**src/rtl/uart_bus_master.sv**
```systemverilog
// Serial-host bus initiator: decodes 'W'/'R' commands arriving on uart_rx,
// runs one bus transaction per command and answers on uart_tx.
module uart_bus_master #(
   parameter int unsigned CLOCK_FREQUENCY = 50000000,
   parameter int unsigned UART_BAUD_RATE  = 9600,
   parameter int unsigned BUS_TIMEOUT     = 1024
) (
   input  logic        clk_i,
   input  logic        rst_ni,
   input  logic        uart_rx,
   output logic        uart_tx,
   output logic [31:0] rw_address,
   input  logic [31:0] read_data,
   output logic        read_request,
   input  logic        read_response,
   output logic [31:0] write_data,
   output logic        write_request,
   input  logic        write_response,
   output logic        busy
);

   localparam int unsigned CYCLES_PER_BAUD = CLOCK_FREQUENCY / UART_BAUD_RATE;
   localparam int CNT_W = $clog2(CYCLES_PER_BAUD + 1);
   localparam int TO_W  = $clog2(BUS_TIMEOUT + 1);
   localparam logic [CNT_W-1:0] BAUD_LAST    = CNT_W'(CYCLES_PER_BAUD - 1);
   localparam logic [CNT_W-1:0] HALF_LAST    = CNT_W'(CYCLES_PER_BAUD / 2 - 1);
   localparam logic [TO_W-1:0]  TIMEOUT_LAST = TO_W'(BUS_TIMEOUT - 1);

   localparam logic [7:0] CMD_WRITE = 8'h57;
   localparam logic [7:0] CMD_READ  = 8'h52;
   localparam logic [7:0] ACK       = 8'h06;
   localparam logic [7:0] NAK       = 8'h15;

   typedef enum logic [1:0] {RX_IDLE, RX_START, RX_DATA, RX_STOP} rx_state_t;
   typedef enum logic [2:0] {IDLE, ADDR, WDATA, BUS_REQ, REPLY} state_t;

   logic             rx_meta;
   logic             rx_sync;
   rx_state_t        rx_state;
   logic [CNT_W-1:0] rx_cnt;
   logic [2:0]       rx_bit;
   logic [7:0]       rx_byte;
   logic             rx_valid;
   logic             rx_ferr;

   state_t           state;
   logic             cmd_write;
   logic [1:0]       byte_cnt;
   logic             req_active;
   logic [TO_W-1:0]  timeout_cnt;
   logic [31:0]      reply_buf;
   logic [1:0]       reply_left;
   logic [9:0]       tx_frame;
   logic [3:0]       tx_bit;
   logic [CNT_W-1:0] tx_cnt;

   logic             start_reply;
   logic [31:0]      reply_word;
   logic [1:0]       reply_extra;

   always_ff @(posedge clk_i or negedge rst_ni) begin
      if (!rst_ni) begin
         rx_meta <= 1'b1;
         rx_sync <= 1'b1;
      end else begin
         rx_meta <= uart_rx;
         rx_sync <= rx_meta;
      end
   end

   // Receiver: any high level during the start bit aborts, so short glitches are dropped.
   always_ff @(posedge clk_i or negedge rst_ni) begin
      if (!rst_ni) begin
         rx_state <= RX_IDLE;
         rx_cnt   <= '0;
         rx_bit   <= '0;
         rx_byte  <= '0;
         rx_valid <= 1'b0;
         rx_ferr  <= 1'b0;
      end else begin
         rx_valid <= 1'b0;
         rx_ferr  <= 1'b0;
         case (rx_state)
            RX_IDLE: begin
               rx_cnt <= '0;
               if (!rx_sync) rx_state <= RX_START;
            end
            RX_START: begin
               if (rx_sync) begin
                  rx_state <= RX_IDLE;
               end else if (rx_cnt == HALF_LAST) begin
                  rx_cnt   <= '0;
                  rx_bit   <= '0;
                  rx_state <= RX_DATA;
               end else begin
                  rx_cnt <= rx_cnt + 1'b1;
               end
            end
            RX_DATA: begin
               if (rx_cnt == BAUD_LAST) begin
                  rx_cnt  <= '0;
                  rx_byte <= {rx_sync, rx_byte[7:1]};
                  rx_bit  <= rx_bit + 1'b1;
                  if (rx_bit == 3'd7) rx_state <= RX_STOP;
               end else begin
                  rx_cnt <= rx_cnt + 1'b1;
               end
            end
            RX_STOP: begin
               if (rx_cnt == BAUD_LAST) begin
                  rx_cnt   <= '0;
                  rx_valid <= rx_sync;
                  rx_ferr  <= !rx_sync;
                  rx_state <= RX_IDLE;
               end else begin
                  rx_cnt <= rx_cnt + 1'b1;
               end
            end
            default: rx_state <= RX_IDLE;
         endcase
      end
   end

   always_comb begin
      start_reply = 1'b0;
      reply_word  = {NAK, 24'h0};
      reply_extra = 2'd0;
      case (state)
         IDLE: begin
            if (rx_valid && rx_byte != CMD_WRITE && rx_byte != CMD_READ) start_reply = 1'b1;
         end
         BUS_REQ: begin
            if (req_active) begin
               if (read_request && read_response) begin
                  start_reply = 1'b1;
                  reply_word  = read_data;
                  reply_extra = 2'd3;
               end else if (write_request && write_response) begin
                  start_reply = 1'b1;
                  reply_word  = {ACK, 24'h0};
               end else if (timeout_cnt == TIMEOUT_LAST) begin
                  start_reply = 1'b1;
               end
            end
         end
         default: ;
      endcase
   end

   // Command FSM; it also drives the transmitter so reply bytes chain without idle gaps.
   always_ff @(posedge clk_i or negedge rst_ni) begin
      if (!rst_ni) begin
         state         <= IDLE;
         busy          <= 1'b0;
         cmd_write     <= 1'b0;
         byte_cnt      <= '0;
         rw_address    <= '0;
         write_data    <= '0;
         read_request  <= 1'b0;
         write_request <= 1'b0;
         req_active    <= 1'b0;
         timeout_cnt   <= '0;
         reply_buf     <= '0;
         reply_left    <= '0;
         tx_frame      <= '1;
         tx_bit        <= '0;
         tx_cnt        <= '0;
         uart_tx       <= 1'b1;
      end else begin
         case (state)
            IDLE: begin
               if (rx_valid && (rx_byte == CMD_WRITE || rx_byte == CMD_READ)) begin
                  cmd_write <= (rx_byte == CMD_WRITE);
                  byte_cnt  <= '0;
                  state     <= ADDR;
                  busy      <= 1'b1;
               end
            end
            ADDR: begin
               if (rx_ferr) begin
                  state <= IDLE;
                  busy  <= 1'b0;
               end else if (rx_valid) begin
                  rw_address <= {rw_address[23:0], rx_byte};
                  byte_cnt   <= byte_cnt + 1'b1;
                  if (byte_cnt == 2'd3) state <= cmd_write ? WDATA : BUS_REQ;
               end
            end
            WDATA: begin
               if (rx_ferr) begin
                  state <= IDLE;
                  busy  <= 1'b0;
               end else if (rx_valid) begin
                  write_data <= {write_data[23:0], rx_byte};
                  byte_cnt   <= byte_cnt + 1'b1;
                  if (byte_cnt == 2'd3) state <= BUS_REQ;
               end
            end
            BUS_REQ: begin
               if (!req_active) begin
                  req_active    <= 1'b1;
                  timeout_cnt   <= '0;
                  write_request <= cmd_write;
                  read_request  <= !cmd_write;
               end else begin
                  timeout_cnt <= timeout_cnt + 1'b1;
               end
            end
            REPLY: begin
               if (tx_cnt == BAUD_LAST) begin
                  tx_cnt <= '0;
                  if (tx_bit == 4'd9) begin
                     if (reply_left != 2'd0) begin
                        tx_frame   <= {1'b1, reply_buf[31:24], 1'b0};
                        reply_buf  <= {reply_buf[23:0], 8'h00};
                        reply_left <= reply_left - 1'b1;
                        tx_bit     <= '0;
                        uart_tx    <= 1'b0;
                     end else begin
                        state   <= IDLE;
                        busy    <= 1'b0;
                        uart_tx <= 1'b1;
                     end
                  end else begin
                     tx_bit   <= tx_bit + 1'b1;
                     tx_frame <= {1'b1, tx_frame[9:1]};
                     uart_tx  <= tx_frame[1];
                  end
               end else begin
                  tx_cnt <= tx_cnt + 1'b1;
               end
            end
            default: begin
               state <= IDLE;
               busy  <= 1'b0;
            end
         endcase

         // The first reply byte's start bit goes out on the same edge the request drops.
         if (start_reply) begin
            state         <= REPLY;
            busy          <= 1'b1;
            read_request  <= 1'b0;
            write_request <= 1'b0;
            req_active    <= 1'b0;
            tx_frame      <= {1'b1, reply_word[31:24], 1'b0};
            reply_buf     <= {reply_word[23:0], 8'h00};
            reply_left    <= reply_extra;
            tx_bit        <= '0;
            tx_cnt        <= '0;
            uart_tx       <= 1'b0;
         end
      end
   end

endmodule

```
**config.mk**
```make
export PLATFORM = sky130hd
export DESIGN_NAME = uart_bus_master
export DESIGN_NICKNAME = d
export VERILOG_FILES = /design/src/rtl/uart_bus_master.sv
export SDC_FILE = /design/constraint.sdc
export NUM_CORES = 1
export LEC_CHECK = 0
export CORE_UTILIZATION = 40
export DETAILED_ROUTE_END_ITERATION = 7
export PLACE_DENSITY = 0.66
export SLEW_MARGIN = 30
export SYNTH_ARGS = -nofsm -noshare
export SYNTH_HDL_FRONTEND = slang
export SYNTH_SLANG_ARGS = --single-unit
export TNS_END_PERCENT = 1
```
**constraint.sdc**
```tcl
create_clock -name clk_i -period 2.65 [get_ports clk_i]
set_input_delay 0.795 -clock clk_i [delete_from_list [all_inputs] [get_ports clk_i]]
set_output_delay 0.795 -clock clk_i [all_outputs]
set_load 0.05 [all_outputs]
```
==> summary.md <==
| Metric | Value |
|---|---|
| Status | complete, no violations |
| Critical path buffer and inverter count | 1 |
| Net Sw Frac | 22.1% |
| Fin. Hold Viols | 0 |
| Final core utilization | a little over half |
| CP max stage cell | clkdlybuf4s50_1 |
| Fillers | 1692 |
| Final setup fails | 0 |
| Initial core utilization | 41.2% |
| Req. time, crit path | 1.86 ns |
| Placer congestion estimate | 0.774 |
| Sum Neg Setup Slack | 0 ns |
| Vias in the first global route | 5650 |
| Ys flop type | dfrtp_1 |
| Max FO, Critical Path | 2 |
| Core area | 19000 sq um |
| Maximum clock rate | about 0.39 GHz |
| Number of synthesized register bits | 167 |
| Clock slew at reported path FFs | around 0.070 ns |
| Slew headroom | 51.5% |
| Final WL | 16200 um |
| Static Leak | ~4.5 nW |
| RSZ-0062 raised after global routing | no |
| CTS tree | yes |
| Drt via density | 5.12 |
| Critical path's top delay family | buffers and inverters |
| Share of cells above drive strength 1 | 18.8% |
| Syn nets | approximately 760 |
| Post-CTS setup buffers | 0 |
| CP startpoint kind | register |
| Nets | 877 |
| Power per cell area | roughly 540 nW/um^2 |
| Clk buf depth | 2 |
| EDFF count, synth | 0 |
| Area Growth Syn to Fin | 26.7% |
| Async S/R FF share, synth | between 90% and 100% |
| I/O pin total | 105 |
| Synth cell types | 72 |
| Clock sinks | around 170 |
| Initial antenna violation count | 0 |
| Clk_skew | between 0.015 and 0.02 ns |
| Grt ovf | 0 |
| Internal power | 4.16 mW |
| Setup Crit Path Kind | register to output port |
| Port buffer count | 104 |
| Cell Area, Synth | 7820 sq um |
| First-pass GRT wire length | 27900 um |
| Final ANT Viol Nets | 0 |
| Full die area | 20100 sq um |
| Crit-path max cell delay | 0.80 ns |
| Share of power burned in registers | between 40% and 50% |
| CTS Buf Count | 17 |
| Most frequent cells in the layout | 156 x dfrtp_1, 123 x nand2_1, 103 x clkdlybuf4s50_1, 62 x mux2_2, 44 x nor2_1 |
| DR pass1 iterations | 4 |
| CTS root buffer | clkbuf_16 |
| Switching Power | 1.18 mW |
| All-Layer GR Usage | approximately 17% |
| Avg Cell Area, Syn | 10.9 sq um |
| Drt first-iter violations | 325 |
| Clk pwr share | slightly below 50% |
| Inserted Diodes | 0 |
| Commonest non-fill, non-tap cell in the layout | dfrtp_1 |
| Average wire per standard cell | roughly 15 um |
| H-Tree Depth | 4 |
| Die Y | ~140 um |
| # hold bufs at CTS | 0 |
| Max-cap violations | 0 |
| Worst slew pin tran | 0.727 ns |
| Resized cells post-CTS | 0 |
| Via count | 5655 |
| Tmin final | 2.56 ns |
| DRC viols | 0 |
| VDD IR max | 0.000431 V |
| Clock insertion delay at the later pin of the skew report | 0.43 ns |
| Sequential fraction of the synthesis area | 53.6% |
| Largest net degree at the start of global routing | 55 |
| Hold Crit Class | input pin to asynchronous set/reset pin |
| Crit. End Element | output port |
| Max-slew violations | 0 |
| CP arrival | 1.76 ns |
| Combinational power share | 2.8% |
| Hpwl dp | 11300 um |
| Post-synthesis cell count | 715 |
| Post-route clock period utilization | 96.5% |
| Die Span X | 142 um |
| Crit path cell chain | clkdlybuf4s50_1 |
| Row cnt | 50 |
| Synth warnings | 0 |
[registers in the layout (all words and copies together), names as in the netlist, 2 cells and up, named ones only]
signal and cells:
byte_cnt 2, reply_buf 24, reply_left 2, rw_address 32, rx_bit 3, rx_byte 8, rx_cnt 13, state 3
timeout_cnt 11, tx_bit 4, tx_cnt 13, tx_frame 8, write_data 32
[cell type report]
class / instances / area (sq um) / area share, %
sequential: 167 / 4190 / 42.3
multi-input combinational: 500 / 3420 / 34.5
timing repair buffer: 131 / 1280 / 13.0
clock buffer: 18 / 439 / 4.44
tap: 260 / 325 / 3.29
clock inverter: 14 / 189 / 1.91
inverter: 14 / 52.6 / 0.531
[routing by layer]
metal	wire length (um)	vias up	track usage [%]	part of all wire (%)
met1	7720	2774	23.7	48
met4	185	0	5.60	1.1
met3	388	11	3.17	2.4
met2	7930	83	27.7	49
li1	-	2787	-	-
met5	0	-	0	0
[Yosys cell counts, types with 9 or more instances]
cell      instances  area (sq um)
clkbuf_1         18          67.6
a21oi_1          15          75.1
inv_1            14          52.6
dfstp_2          11           289
a22o_1           27           236
dfrtp_1         156          3900
nor2_1           46           173
nand2_1         123           462
mux2_2           62           698
o21ai_1          12          60.1
nor3_1           12          60.1
nand4_1          13          81.3
ha_1              9           113
o21ai_0          28           140
nand3_1          13          65.1
buf_2            11          55.1
[per-stage QoR]
stage	std cells	power, mW	cell area, sq um	setup slack, ns	hold slack (ns)
floorplan	715	2.64	7820	0.327	0.345
global placement	1072	2.77	9270	0.00502	0.346
detailed placement	1072	2.77	9270	-0.0580	0.347
CTS	1104	5.40	9900	0.0759	0.234
global route	1104	5.53	9900	0.0545	0.234
finish	1104	5.34	9900	0.0916	0.230
[final timing paths]
kind | startpoint | end | slack, ns | depth (start not counted)
min in group clk_i | rx_meta$_DFF_PN1_ | rx_sync$_DFF_PN1_ | 0.36 | 0
worst max-delay path | uart_tx$_DFFE_PN1P_ | uart_tx | 0.09 | 1
worst min-delay path | rst_ni | reply_buf[21]$_DFFE_PN0P_ | 0.23 | 1
worst min register to register | rx_meta$_DFF_PN1_ | rx_sync$_DFF_PN1_ | 0.36 | 0
max in group asynchronous | rst_ni | tx_frame[1]$_DFFE_PN1P_ | 1.77 | 2
worst max register to register | tx_cnt[0]$_DFFE_PN0P_ | reply_buf[26]$_DFFE_PN0P_ | 0.17 | 6
[power by group through the flow]
| stage | sequential (mW) | combinational (mW) | clock [mW] |
|---|---|---|---|
| final | 2.56 | 0.149 | 2.63 |
| after global routing | 2.57 | 0.169 | 2.80 |
| after CTS | 2.56 | 0.155 | 2.68 |
| after detailed placement | 2.61 | 0.155 | 0 |
| after global placement | 2.61 | 0.155 | 0 |
| after floorplan | 2.61 | 0.0271 | 0 |
[logic make-up (layout without fill, tap and decap cells)]
family                     Yosys count  in the layout  share of synthesized area [%]
and+or+nand+nor                    269            269                           17.3
adders and majority gates            9              9                           1.44
buffers and inverters               48            177                           2.77
DFF                                167            167                           53.6
AOI/OAI and AO/OA                  127            127                           11.4
muxes                               80             80                           11.8
xor gates and xnor gates            15             15                           1.68
Note: power is estimated with default switching activity, not from simulation.
